$ cat src/rtl/ulpi_reg_sched.sv
`timescale 1ns/1ps
// ULPI register scheduler: PHY init sequence, then one user port.
// Ports: CLK_60M/NRST_A_USB; REG_* to the link wrapper; USR_* user
//   port; INIT_DONE/INIT_ERR/BUSY status.
// Option: ULPI_REG_SCHED_VERIFY_EN adds a readback after every write.
module ulpi_reg_sched #(
  parameter int unsigned MAX_RETRY = 3,
  parameter int unsigned TIMEOUT = 255
) (
  input  logic       CLK_60M,
  input  logic       NRST_A_USB,
  input  logic       READY,
  input  logic       REG_DONE,
  input  logic       REG_FAIL,
  input  logic [7:0] REG_DATA_O,
  output logic       REG_EN,
  output logic       REG_RW,
  output logic [5:0] REG_ADDR,
  output logic [7:0] REG_DATA_I,
  input  logic       USR_REQ,
  input  logic       USR_RW,
  input  logic [5:0] USR_ADDR,
  input  logic [7:0] USR_WDATA,
  output logic       USR_GNT,
  output logic       USR_DONE,
  output logic       USR_ERR,
  output logic [7:0] USR_RDATA,
  output logic       INIT_DONE,
  output logic       INIT_ERR,
  output logic       BUSY
);

`ifdef ULPI_REG_SCHED_VERIFY_EN
  localparam bit VFY = 1'b1;
`else
  localparam bit VFY = 1'b0;
`endif

  typedef enum logic [2:0] {
    S_BOOT, S_ISSUE, S_WAIT, S_CHECK,
    S_RETRY, S_SETTLE, S_IDLE
  } state_t;

  // What SETTLE does once the bus is quiet
  typedef enum logic [1:0] {
    A_NEXT, A_AGAIN, A_VFY, A_FAIL
  } act_t;

  state_t state_q, state_d;
  act_t   act_q, act_d;

  logic [1:0]  idx_q, nidx;
  logic        usr_q, vfy_q;
  logic        rw_q;
  logic [5:0]  addr_q;
  logic [7:0]  data_q, rd_q, rdata_q;
  logic [3:0]  att_q;
  logic [15:0] tmo_q;
  logic        en_q, gnt_q;
  logic        init_done_q, init_err_q;

  logic ld_init, ld_usr, ld_vfy, ld_again;
  logic rd_latch, urd_latch;
  logic set_done, set_err;
  logic usr_done, usr_err;
  logic wfail;

  // {rw, addr, data}; for the vendor read, data is the expected ID
  function automatic logic [14:0] init_ent(input logic [1:0] i);
    logic [14:0] e;
    case (i)
      2'd0:    e = {1'b1, 6'h04, 8'h45};
      2'd1:    e = {1'b1, 6'h0A, 8'h00};
      2'd2:    e = {1'b1, 6'h07, 8'h00};
      default: e = {1'b0, 6'h00, 8'h24};
    endcase
    return e;
  endfunction

  // DONE together with the timeout expiring still counts as success
  assign wfail = REG_FAIL |
    (!REG_DONE && (tmo_q >= 16'(TIMEOUT)));

  always_ff @(posedge CLK_60M or negedge NRST_A_USB) begin
    if (!NRST_A_USB) begin
      state_q <= S_BOOT;
      act_q   <= A_NEXT;
    end else begin
      state_q <= state_d;
      act_q   <= act_d;
    end
  end

  always_comb begin
    state_d   = state_q;
    act_d     = act_q;
    nidx      = 2'd0;
    ld_init   = 1'b0;
    ld_usr    = 1'b0;
    ld_vfy    = 1'b0;
    ld_again  = 1'b0;
    rd_latch  = 1'b0;
    urd_latch = 1'b0;
    set_done  = 1'b0;
    set_err   = 1'b0;
    usr_done  = 1'b0;
    usr_err   = 1'b0;
    unique case (state_q)
      S_BOOT: begin
        if (READY) begin
          ld_init = 1'b1;
          state_d = S_ISSUE;
        end
      end
      S_ISSUE: state_d = S_WAIT;
      S_WAIT: begin
        if (wfail) begin
          state_d = S_RETRY;
        end else if (REG_DONE) begin
          state_d = S_SETTLE;
          act_d   = A_NEXT;
          if (rw_q) begin
            if (VFY) act_d = A_VFY;
          end else if (usr_q && !vfy_q) begin
            urd_latch = 1'b1;
          end else begin
            rd_latch = 1'b1;
            state_d  = S_CHECK;
          end
        end
      end
      S_CHECK: begin
        if (rd_q != data_q) begin
          state_d = S_RETRY;
        end else begin
          act_d   = A_NEXT;
          state_d = S_SETTLE;
        end
      end
      S_RETRY: begin
        state_d = S_SETTLE;
        if (att_q < 4'(MAX_RETRY)) begin
          act_d = A_AGAIN;
        end else begin
          act_d   = A_FAIL;
          set_err = !usr_q;
        end
      end
      S_SETTLE: begin
        if (!REG_DONE && READY) begin
          unique case (act_q)
            A_AGAIN: begin
              ld_again = 1'b1;
              state_d  = S_ISSUE;
            end
            A_VFY: begin
              ld_vfy  = 1'b1;
              state_d = S_ISSUE;
            end
            default: begin
              if (usr_q) begin
                usr_done = 1'b1;
                usr_err  = (act_q == A_FAIL);
                state_d  = S_IDLE;
              end else if (act_q == A_FAIL ||
                           idx_q == 2'd3) begin
                set_done = 1'b1;
                state_d  = S_IDLE;
              end else begin
                nidx    = idx_q + 2'd1;
                ld_init = 1'b1;
                state_d = S_ISSUE;
              end
            end
          endcase
        end
      end
      S_IDLE: begin
        if (USR_REQ && READY && init_done_q) begin
          ld_usr  = 1'b1;
          state_d = S_ISSUE;
        end
      end
      default: state_d = S_BOOT;
    endcase
  end

  always_ff @(posedge CLK_60M or negedge NRST_A_USB) begin
    if (!NRST_A_USB) begin
      idx_q       <= '0;
      usr_q       <= 1'b0;
      vfy_q       <= 1'b0;
      rw_q        <= 1'b0;
      addr_q      <= '0;
      data_q      <= '0;
      rd_q        <= '0;
      rdata_q     <= '0;
      att_q       <= '0;
      tmo_q       <= '0;
      en_q        <= 1'b0;
      gnt_q       <= 1'b0;
      init_done_q <= 1'b0;
      init_err_q  <= 1'b0;
    end else begin
      en_q  <= (state_q == S_ISSUE);
      gnt_q <= ld_usr;
      if (state_q == S_ISSUE) begin
        tmo_q <= '0;
      end else if (state_q == S_WAIT && tmo_q != '1) begin
        tmo_q <= tmo_q + 16'd1;
      end
      if (ld_init) begin
        {rw_q, addr_q, data_q} <= init_ent(nidx);
        idx_q <= nidx;
        usr_q <= 1'b0;
        vfy_q <= 1'b0;
        att_q <= '0;
      end
      if (ld_usr) begin
        rw_q   <= USR_RW;
        addr_q <= USR_ADDR;
        data_q <= USR_WDATA;
        usr_q  <= 1'b1;
        vfy_q  <= 1'b0;
        att_q  <= '0;
      end
      if (ld_vfy) begin
        rw_q  <= 1'b0;
        vfy_q <= 1'b1;
      end
      // A failed readback retries the original write
      if (ld_again) begin
        att_q <= att_q + 4'd1;
        if (vfy_q) begin
          rw_q  <= 1'b1;
          vfy_q <= 1'b0;
        end
      end
      if (rd_latch)  rd_q <= REG_DATA_O;
      if (urd_latch) rdata_q <= REG_DATA_O;
      if (set_done)  init_done_q <= 1'b1;
      if (set_err)   init_err_q <= 1'b1;
    end
  end

  assign REG_EN     = en_q;
  assign REG_RW     = rw_q;
  assign REG_ADDR   = addr_q;
  assign REG_DATA_I = data_q;
  assign USR_GNT    = gnt_q;
  assign USR_DONE   = usr_done;
  assign USR_ERR    = usr_err;
  assign USR_RDATA  = rdata_q;
  assign INIT_DONE  = init_done_q;
  assign INIT_ERR   = init_err_q;
  assign BUSY = !(state_q == S_IDLE && init_done_q);

endmodule
$ cat config.mk
export PLATFORM = sky130hd
export DESIGN_NAME = ulpi_reg_sched
export DESIGN_NICKNAME = d
export VERILOG_FILES = /design/src/rtl/ulpi_reg_sched.sv
export SDC_FILE = /design/constraint.sdc
export NUM_CORES = 1
export LEC_CHECK = 0
export ABC_CLOCK_PERIOD_IN_PS = 2100
export CAP_MARGIN = 10
export CORE_AREA = 2 2 71 123
export DETAILED_ROUTE_END_ITERATION = 7
export DIE_AREA = 0 0 73 125
export PLACE_DENSITY = 0.73
export SLEW_MARGIN = 15
export SYNTH_ARGS = -nofsm -noshare
export SYNTH_HDL_FRONTEND = slang
export SYNTH_SLANG_ARGS = --single-unit
$ cat constraint.sdc
create_clock -name CLK_60M -period 2.1 [get_ports CLK_60M]
set_input_delay 0.525 -clock CLK_60M [delete_from_list [all_inputs] [get_ports CLK_60M]]
set_output_delay 0.525 -clock CLK_60M [all_outputs]
set_load 0.05 [all_outputs]
Yosys cells after proc, flatten, opt, wreduce, memory -nomap -nowiden
Cells that the tools add are included.
{ "classes": {"bitwise_logic": 1, "n_addsub": 3, "n_shift": 0, "eq_ne": 21, "mux": 83, "reduce_logical": 21, "div": 0, "n_lt_le_gt_ge": 2, "mul": 0} }
{ "op_table": {"columns": ["operator", "n"], "rows": [
  ["2-to-1 mux 1 bit", 51],
  ["one-hot mux 15 bit (3 select lines)", 1],
  ["2-to-1 mux 16 bit", 2],
  ["2-to-1 mux 3 bit", 10],
  ["one-hot mux 3 bit (7 select lines)", 1],
  ["2-to-1 mux 2 bit", 9],
  ["adder 16 x 1 -> 16 bit, second input constant", 1],
  ["greater-or-equal comparator 16 x 8 -> 1 bit, second input constant", 1],
  ["2-to-1 mux 8 bit", 2],
  ["inequality test 16 bit, second input constant", 1],
  ["2-to-1 mux 4 bit", 3],
  ["2-to-1 mux 6 bit", 2],
  ["inequality test 2 bit, second input constant", 6],
  ["== test 3 bit, second input constant", 3],
  ["== test 2 bit, second input constant", 4],
  ["inequality test 8 bit", 1],
  ["AND reduction 4 bit", 2],
  ["logical AND 1 bit", 7],
  ["== test 3 x 2 -> 1 bit, second input constant", 2],
  ["one-hot mux 2 bit (3 select lines)", 1],
  ["nonzero test 3 bit", 2],
  ["adder 4 x 1 -> 4 bit, second input constant", 1],
  ["== test 2 x 1 -> 1 bit, second input constant", 2],
  ["logical NOT 1 bit", 4],
  ["other kinds (11)", 12]
]} }
{ "word_totals": {"n_memories": 0, "register_bits": 64, "ramBits": 0, "romBits": 0, "latch_bits": 0, "out_inout_bits": 30, "in_bits": 29} }

Depth between registers and ports, before layout
Gate-level depths: netlist of run 1.
{ "logic_depth": {"ltp_word": 14, "ltp_mapped": 9} }

Worst setup path before layout of run 1
Ideal clock, no wire load.
{ "synth_timing": {"path_kind": "input to output", "startpoint": "in REG_DONE", "endpoint": "out USR_ERR", "n_path_buf": 1, "cell_stages": 4, "required_time_ns": 1.575, "setup_slack_ns": -0.201, "arrival_time_ns": 1.776, "cell_sequence": "clkbuf_1 > nand2b_1 > nor3_1 > and3_1"} }
{ "synth_between": {"elab_chain_len": 4} }
{ "synth_lines": {"columns": ["element", "line", "source"], "rows": [
  ["start: declaration", "13", "input logic REG_DONE,"],
  ["logical NOT 1 bit", "150", "if (!REG_DONE && READY) begin"],
  ["logical AND 1 bit", "150", null],
  ["2-to-1 mux 1 bit", "150", null],
  ["2-to-1 mux 1 bit", "108", "unique case (state_q)"],
  ["end: declaration", "26", "output logic USR_ERR,"]
]} }
No other way between the ends.

Worst setup path after layout of run 1
{ "layout_timing": {"startpoint": "reg act_q[0]", "endpoint": "out USR_ERR"} }
{ "layout_between": {"elab_chain_len": 5} }
{ "layout_lines": {"columns": ["element", "line", "source"], "rows": [
  ["start: declaration", "50", "act_t act_q, act_d;"],
  ["start signal: assignment", "90", "act_q <= act_d;"],
  ["== test 2 bit, or another cell as far along", "163", "usr_err = (act_q == A_FAIL);"],
  ["2-to-1 mux 1 bit or OR reduction 2 bit (tied branches)", null, null],
  ["2-to-1 mux 1 bit *", "151", "unique case (act_q)"],
  ["2-to-1 mux 1 bit *", "150", null],
  ["2-to-1 mux 1 bit *", "108", null]
]} }
Mark *: on every way between the ends. The rest lies on a longest branch, timed or not.

==> impl_metrics.yaml, run 1 <==
power:
  clock_power_share_pct: 32.6
  power_density_mw_per_mm2: 952
  p_leak_uw: 0.00225
  power.net_switching_uw: 1540
  power.internal_uw: 3020
  comb_power_share_pct: 34.1
  power.share.sequential_pct: 33.3
  power_uw: 4560
  sw_frac_of_total_pct: 33.8
  ir_worst_vdd_uv: 795
setup_path:
  timing.critical_path.to_type: "output pin"
  critical_path.startpoint_type: "flip-flop"
  crit_chain: "inv_2, ha_4, nand2b_4, nor3_4, and3_4, buf_12"
  regToRegStartpoint: "act_q[0]"
  timing.critical_path.from: "act_q[0]"
  crit_path_top_delay_cell: "sky130_fd_sc_hd__dfrtp_1"
  required_ns: 1.57
  critical-path-max-stage-delay_ns: 0.37
  r2r.worst_path.cells: 8
  worst-endpoint-arrival_ns: 1.70
  critical_path.max_fanout: 3
  timing.critical_path.to: "USR_ERR"
  setup.worst_path.class: "reg -> out"
  r2r-end: "REG_DATA_I[6]"
  setup_slack_reg_to_reg_ns: -0.05
final_layout:
  layout.area.seq_mm2: 0.00160
  nFillCells: 668
  area_delta_synth_final_pct: 44.1
  finish.net_count: 469
  multiInputGateArea_mm2: 0.00171
  instances_no_fill: 526
  insertedDiodeCount: 0
  finalCoreUtilization_pct: 58.3
  layout_cell_share_with_drive_strength_beyond_1_pct: 27.9
flow_run:
  cap_violations: 0
global_routing:
  maximum_number_of_pins_on_one_net_before_global_route_repair: 65
  initial_antenna_violation_count: 0
  track_usage_pct: 20.3
  overflow: 0
  global_route_wire_length_before_repair_mm: 14.4
  via_count_of_the_first_global_routing_pass: 3085
synthesis:
  synth.top_cells.by_count: "sky130_fd_sc_hd__dfrtp_1, sky130_fd_sc_hd__nand2_1, sky130_fd_sc_hd__o21ai_0"
  largest_family_of_logic_cells_by_synthesized_area: "simple AND/OR/NAND/NOR gates"
  synthXorXnorAreaFrac_pct: 3.17
  synth_top_cell_area_share_pct: 48.2
  synthesis.area_mm2: 0.00332
  yosysSeqAreaShare_pct: 48.2
  ys.warnings.count: 0
  synth_fa_ha_area_share_pct: 3.77
  post-synth-top-area-cell: "sky130_fd_sc_hd__dfrtp_1"
  ys_dominant_reg_cell: "sky130_fd_sc_hd__dfrtp_1"
  synth_nets: 363
  synth_compound_area_share_pct: 14.8
  yosys.cell_types.count: 54
  yosys-mux-area-fraction_pct: 7.54
  synthesis.area_per_instance_um2: 10.2
  synth_area_leaders: "sky130_fd_sc_hd__dfrtp_1, sky130_fd_sc_hd__nand2_1, sky130_fd_sc_hd__ha_1"
  yosys.area_share.simple_pct: 19.1
  postSynthRegisterBits: 64
  synth-async-reset-ratio_pct: 100
  synth_most_common_cell: "sky130_fd_sc_hd__dfrtp_1"
  postSynthCellCount: 324
  synth_enable_flop_cells: 0
routing:
  detail_route.wirelength_mm: 8.59
  detail_route.vias_per_cell: 5.52
  ant_nets: 0
  drt_pass1_iterations: 5
  avgRoutedWirePerCell_um: 16.3
  drt_first_iter_violations: 108
  dr_total_vias: 2906
  detail_route.drc_violations: 0
clocking:
  cts_inserted_buffers: 9
  clock_tree.htree_level_count: 3
  clockRootBuffer: "sky130_fd_sc_hd__clkbuf_16"
  cts-root-to-sink-buffers: 2
  path_clk_slew_ns: 0.06
  post_cts_hold_buffer_count: 0
  tritoncts_clock_tree: "built"
  insertion_delay_ns: 0.33
  clock-sinks: 64
timing:
  finalHoldWorstSlack_ns: 0.203
  fin_skew_ns: 0.00655
  worst_slack_ns: -0.124
  setup_total_negative_slack_ns: -0.445
  maxSlewHeadroom_pct: 65.8
  drv_slew: 0
  final_hold_violation_count: 0
  maxClockFrequency_ghz: 0.450
  period_share_pct: 106
  worst_margin_pin_slew_ns: 0.512
  unrepaired_setup_endpoints_after_global_routing: "yes"
  period_needed_ns: 2.22
  finalSetupViolCount: 10
run_status:
  run_status: "complete, but fails checks"
  violated_checks: "setup timing"
floorplan:
  io_pins: 59
  floorplan.initialDensity_pct: 40.5
  design.die.area_mm2: 0.00913
  floorplan.die.width_um: 73
  core_ar_mm2: 0.00820
  die_h_um: 125
  floorplan.rows: 44
worst_hold_path:
  hp-class: "in -> async"
place:
  place.detailed.hpwl_mm: 6.13
  numPortBuffers: 58
  gpl.final_weighted_congestion: 0.830
  dpl.cell_count: 498
==> what timing repair did <==
| item | CTS | global route |
|---|---|---|
| gates cloned | 0 | 1 |
| pin swaps | 8 | 9 |
| resized for setup | 21 | 17 |
| endpoints found under the setup margin | 18 | 29 |
| setup buffers | 8 | 7 |
==> power groups by stage <==
stage / Sequential (µW) / Combinational, µW / Clock [µW]
global placement: 1530 / 1370 / 0
floorplan: 1720 / 660 / 0
global route: 1540 / 1690 / 1560
CTS: 1520 / 1480 / 1510
finish: 1520 / 1550 / 1480
detailed placement: 1540 / 1400 / 0
==> per-stage QoR <==
| step | cell area [µm²] | setup slack [ns] |
|---|---|---|
| after detailed placement | 4290 | -0.470 |
| after global placement | 4290 | -0.420 |
| after floorplan | 3340 | -0.0789 |
| after global routing | 4790 | -0.162 |
| after CTS | 4690 | -0.106 |
| final | 4790 | -0.124 |
==> kinds of logic after synthesis <==
group           after synthesis
simple gates                118
compound gates               72
flops                        64
buf+inv                      28
mux                          20
xor+xnor                     12
fa+ha+maj                    10
==> state kept, by name, summed over array words and instances, names as in the netlist <==
register / cells
rd_q: 8
act_q: 2
state_q: 3
vfy_q: 1
usr_q: 1
idx_q: 2
USR_RDATA: 8
att_q: 4
REG_DATA_I: 8
REG_ADDR: 6
INIT_ERR: 1
tmo_q: 16
INIT_DONE: 1
REG_EN: 1
REG_RW: 1
USR_GNT: 1
==> per-layer routing <==
metal  track usage [%]  part of all wire [%]  vias to the layer above
met3              5.00                   5.4                       18
met4              9.37                   2.8                        0
met2              36.9                    56                       80
li1                  -                     -                     1392
met1              21.0                    36                     1416
met5                 0                     0                        -
==> final cells by class <==
cell class | count | share of cell area [%]
Multi-Input combinational cell | 232 | 35.7
Clock inverter | 5 | 1.20
Tap cell | 92 | 2.41
Timing Repair Buffer | 108 | 21.0
Clock buffer | 10 | 4.99
Inverter | 15 | 1.18
Sequential cell | 64 | 33.5
==> critical path, delay by kind of cell, from the launching register on <==
| kind | cells | cell delay [ns] |
|---|---|---|
| buf+inv | 2 | 0.20 |
| flops | 1 | 0.37 |
| simple gates | 3 | 0.50 |
| fa+ha+maj | 1 | 0.29 |
==> worst min path at each step <==
stage	slack (ns)	end	start
floorplan	0.23	INIT_DONE	NRST_A_USB
global placement	0.50	USR_RDATA[2]	USR_RDATA[2]
detailed placement	0.50	USR_RDATA[3]	USR_RDATA[3]
CTS	0.22	state_q[1]	NRST_A_USB
global route	0.24	INIT_DONE	NRST_A_USB
finish	0.20	INIT_DONE	NRST_A_USB
==> layout by cell type (no fill, tap or decap), drive strengths merged, types with 8 or more instances in the layout <==
master | Yosys | final
dfrtp | 64 | 64
buf | 3 | 62
clkdlybuf4s50 | 0 | 41
nand2 | 34 | 34
o21ai | 23 | 23
nor2 | 18 | 18
mux2 | 16 | 16
nand3 | 14 | 14
inv | 14 | 14
a21oi | 13 | 13
xor2 | 12 | 12
clkbuf | 10 | 10
ha | 10 | 10
or3 | 8 | 8
(Power assumes the default switching activity.)
==> run 2, diff against run 1 <==
CTS_CLUSTER_DIAMETER = 150   (was default)
==> results of run 2 <==
No change in the layout: final DEF, timing and power equal those of run 1.
==> run 3, diff against run 2 <==
CAP_MARGIN = default   (was 10)
CORE_AREA = 2 2 66 116   (was 2 2 71 123)
DIE_AREA = 0 0 68 118   (was 0 0 73 125)
PLACE_DENSITY = 0.81   (was 0.73)
==> run 3 against run 2 <==
The run still ends with setup timing left. Total power increased by 1.6%. Critical path depth increased by 1. Worst hold slack got worse by 0.011 ns. Die area decreased by 12%. Via count increased by 4.5%. Global-route usage increased by 4.3 points. Fmax decreased by 5.6%. Core utilization increased by 9.2 points. Critical endpoint unchanged. Highest routed layer unchanged.
==> impl_metrics.yaml, run 3 (synthesis results as in run 1) <==
run_status:
  run_status: "complete, but fails checks"
  violated_checks: "setup timing"
floorplan:
  floorplan.rows: 41
  core_ar_mm2: 0.00708
  floorplan.die.width_um: 68
  die_h_um: 118
  floorplan.initialDensity_pct: 46.9
  io_pins: 59
  design.die.area_mm2: 0.00802
clocking:
  cts_inserted_buffers: 9
  clock-sinks: 64
  clockRootBuffer: "sky130_fd_sc_hd__clkbuf_16"
  tritoncts_clock_tree: "built"
  post_cts_hold_buffer_count: 0
  path_clk_slew_ns: 0.05
  cts-root-to-sink-buffers: 2
  insertion_delay_ns: 0.34
  clock_tree.htree_level_count: 3
flow_run:
  cap_violations: 0
setup_path:
  critical_path.max_fanout: 4
  required_ns: 1.57
  critical_path.startpoint_type: "flip-flop"
  critical-path-max-stage-delay_ns: 0.37
  timing.critical_path.to_type: "output pin"
  buffers_inverters_on_critical_path: 3
  cpLargestDelayFamily: "simple AND/OR/NAND/NOR gates"
  crit_path_top_delay_cell: "sky130_fd_sc_hd__dfrtp_1"
  worst-endpoint-arrival_ns: 1.83
  setup.worst_path.class: "reg -> out"
  crit_chain: "inv_2, ha_4, nand2b_4, nor3_4, buf_6, and3_4, buf_12"
  setup_slack_reg_to_reg_ns: -0.03
final_layout:
  layout_common_cells: "sky130_fd_sc_hd__dfrtp_1, sky130_fd_sc_hd__buf_4, sky130_fd_sc_hd__clkdlybuf4s50_1, sky130_fd_sc_hd__nand2_1, sky130_fd_sc_hd__o21ai_0"
  max_flop_register: "tmo_q"
  nFillCells: 516
  number_of_flip_flops_under_the_largest_register_name: 16
  layout_commonest_cell: "sky130_fd_sc_hd__dfrtp_1"
  layout_cell_share_with_drive_strength_beyond_1_pct: 27.6
  area_delta_synth_final_pct: 43.9
  finish.net_count: 463
worst_hold_path:
  hp-class: "in -> async"
global_routing:
  track_usage_pct: 24.6
  overflow: 0
  initial_antenna_violation_count: 1
  maximum_number_of_pins_on_one_net_before_global_route_repair: 65
  global_route_wire_length_before_repair_mm: 14.8
  via_count_of_the_first_global_routing_pass: 3111
place:
  place.detailed.hpwl_mm: 6.12
  numPortBuffers: 58
  dpl_worst_slack_ns: -0.514
  gpl.final_weighted_congestion: 0.924
timing:
  final_hold_violation_count: 0
  finalSetupViolCount: 5
  finalHoldWorstSlack_ns: 0.192
  unrepaired_setup_endpoints_after_global_routing: "yes"
  period_needed_ns: 2.36
  worst_slack_ns: -0.257
  worst_margin_pin_slew_ns: 0.658
  setup_total_negative_slack_ns: -0.519
  period_share_pct: 112
  maxSlewHeadroom_pct: 55.7
  maxClockFrequency_ghz: 0.424
  drv_slew: 0
  fin_skew_ns: 0.00495
routing:
  drt_first_iter_violations: 224
  detail_route.wirelength_mm: 9.30
  detail_route.drc_violations: 0
  ant_nets: 0
  avgRoutedWirePerCell_um: 18.1
  drt_pass1_iterations: 5
  dr_total_vias: 3036
  detail_route.vias_per_cell: 5.90
power:
  ir_worst_vdd_uv: 1000
  p_leak_uw: 0.00226
  power_density_mw_per_mm2: 969
==> run 3: changes by cell type in the layout (fill, tap and decap cells not counted), sizes merged <==
cell           before  now
buf                62   55
clkinvlp            3    0
dlygate4sd2         5    2
dlymetal6s2s        0    3
bufinv              1    2
clkbuf             10   11
clkdlybuf4s50      41   42
clkinv              2    3
diode               0    1
==> run 3: final timing paths <==
path | start | endpoint | cells after the start
max in group asynchronous | NRST_A_USB | att_q[1] | 2
min in group CLK_60M | INIT_ERR | INIT_ERR | 1
max | act_q[0] | USR_ERR | 7
min reg2reg | INIT_ERR | INIT_ERR | 1
min | NRST_A_USB | USR_RDATA[4] | 2
max reg2reg | act_q[1] | att_q[2] | 8
==> run 3: final cells by class <==
| class | count | area [µm²] | share of cell area, % |
|---|---|---|---|
| sequential | 64 | 1600 | 33.5 |
| tap | 86 | 108 | 2.25 |
| timing repair buffer | 102 | 963 | 20.2 |
| clock buffer | 11 | 233 | 4.87 |
| clock inverter | 4 | 70.1 | 1.47 |
| antenna | 1 | 2.50 | 0.0524 |
| multi-input combinational | 232 | 1740 | 36.4 |
| inverter | 15 | 58.8 | 1.23 |
==> run 3: routing by layer <==
layer  wire length [µm]  track usage [%]  up-vias
met3                445             5.93       32
met1               3350             28.2     1518
met5                  0                0        -
met4                354             11.8        0
li1                   -                -     1379
met2               5150             41.4      107
==> run 3: worst register-to-register path, delay by kind of cell, from the launching register on <==
| family | cells | cell delay, ns |
|---|---|---|
| simple gates | 3 | 0.54 |
| compound gates | 2 | 0.53 |
| flops | 1 | 0.41 |
| buf+inv | 2 | 0.35 |
| fa+ha+maj | 1 | 0.19 |
==> run 3: stage by stage <==
step	total power (µW)	cells	area (µm²)	utilization, %
finish	4630	515	4780	67.5
global route	4840	515	4780	67.5
CTS	4560	512	4710	66.6
detailed placement	2890	487	4250	60.0
global placement	2850	487	4250	60.0
floorplan	2380	324	3340	-
==> run 3: where the power goes <==
| part | leakage, µW | total, µW | internal (µW) | switching (µW) |
|---|---|---|---|---|
| sequential | 0.000859 | 1530 | 1390 | 138 |
| clock | 0.000149 | 1570 | 1030 | 542 |
| combinational | 0.00126 | 1530 | 656 | 876 |
| total | 0.00226 | 4630 | 3070 | 1560 |
==> run 3: repair_timing <==
action,in CTS,in global routing
setup endpoints to repair,20,30
pin swaps,8,5
resized for setup,24,18
setup buffers,13,6
endpoints found under the hold margin,0,0
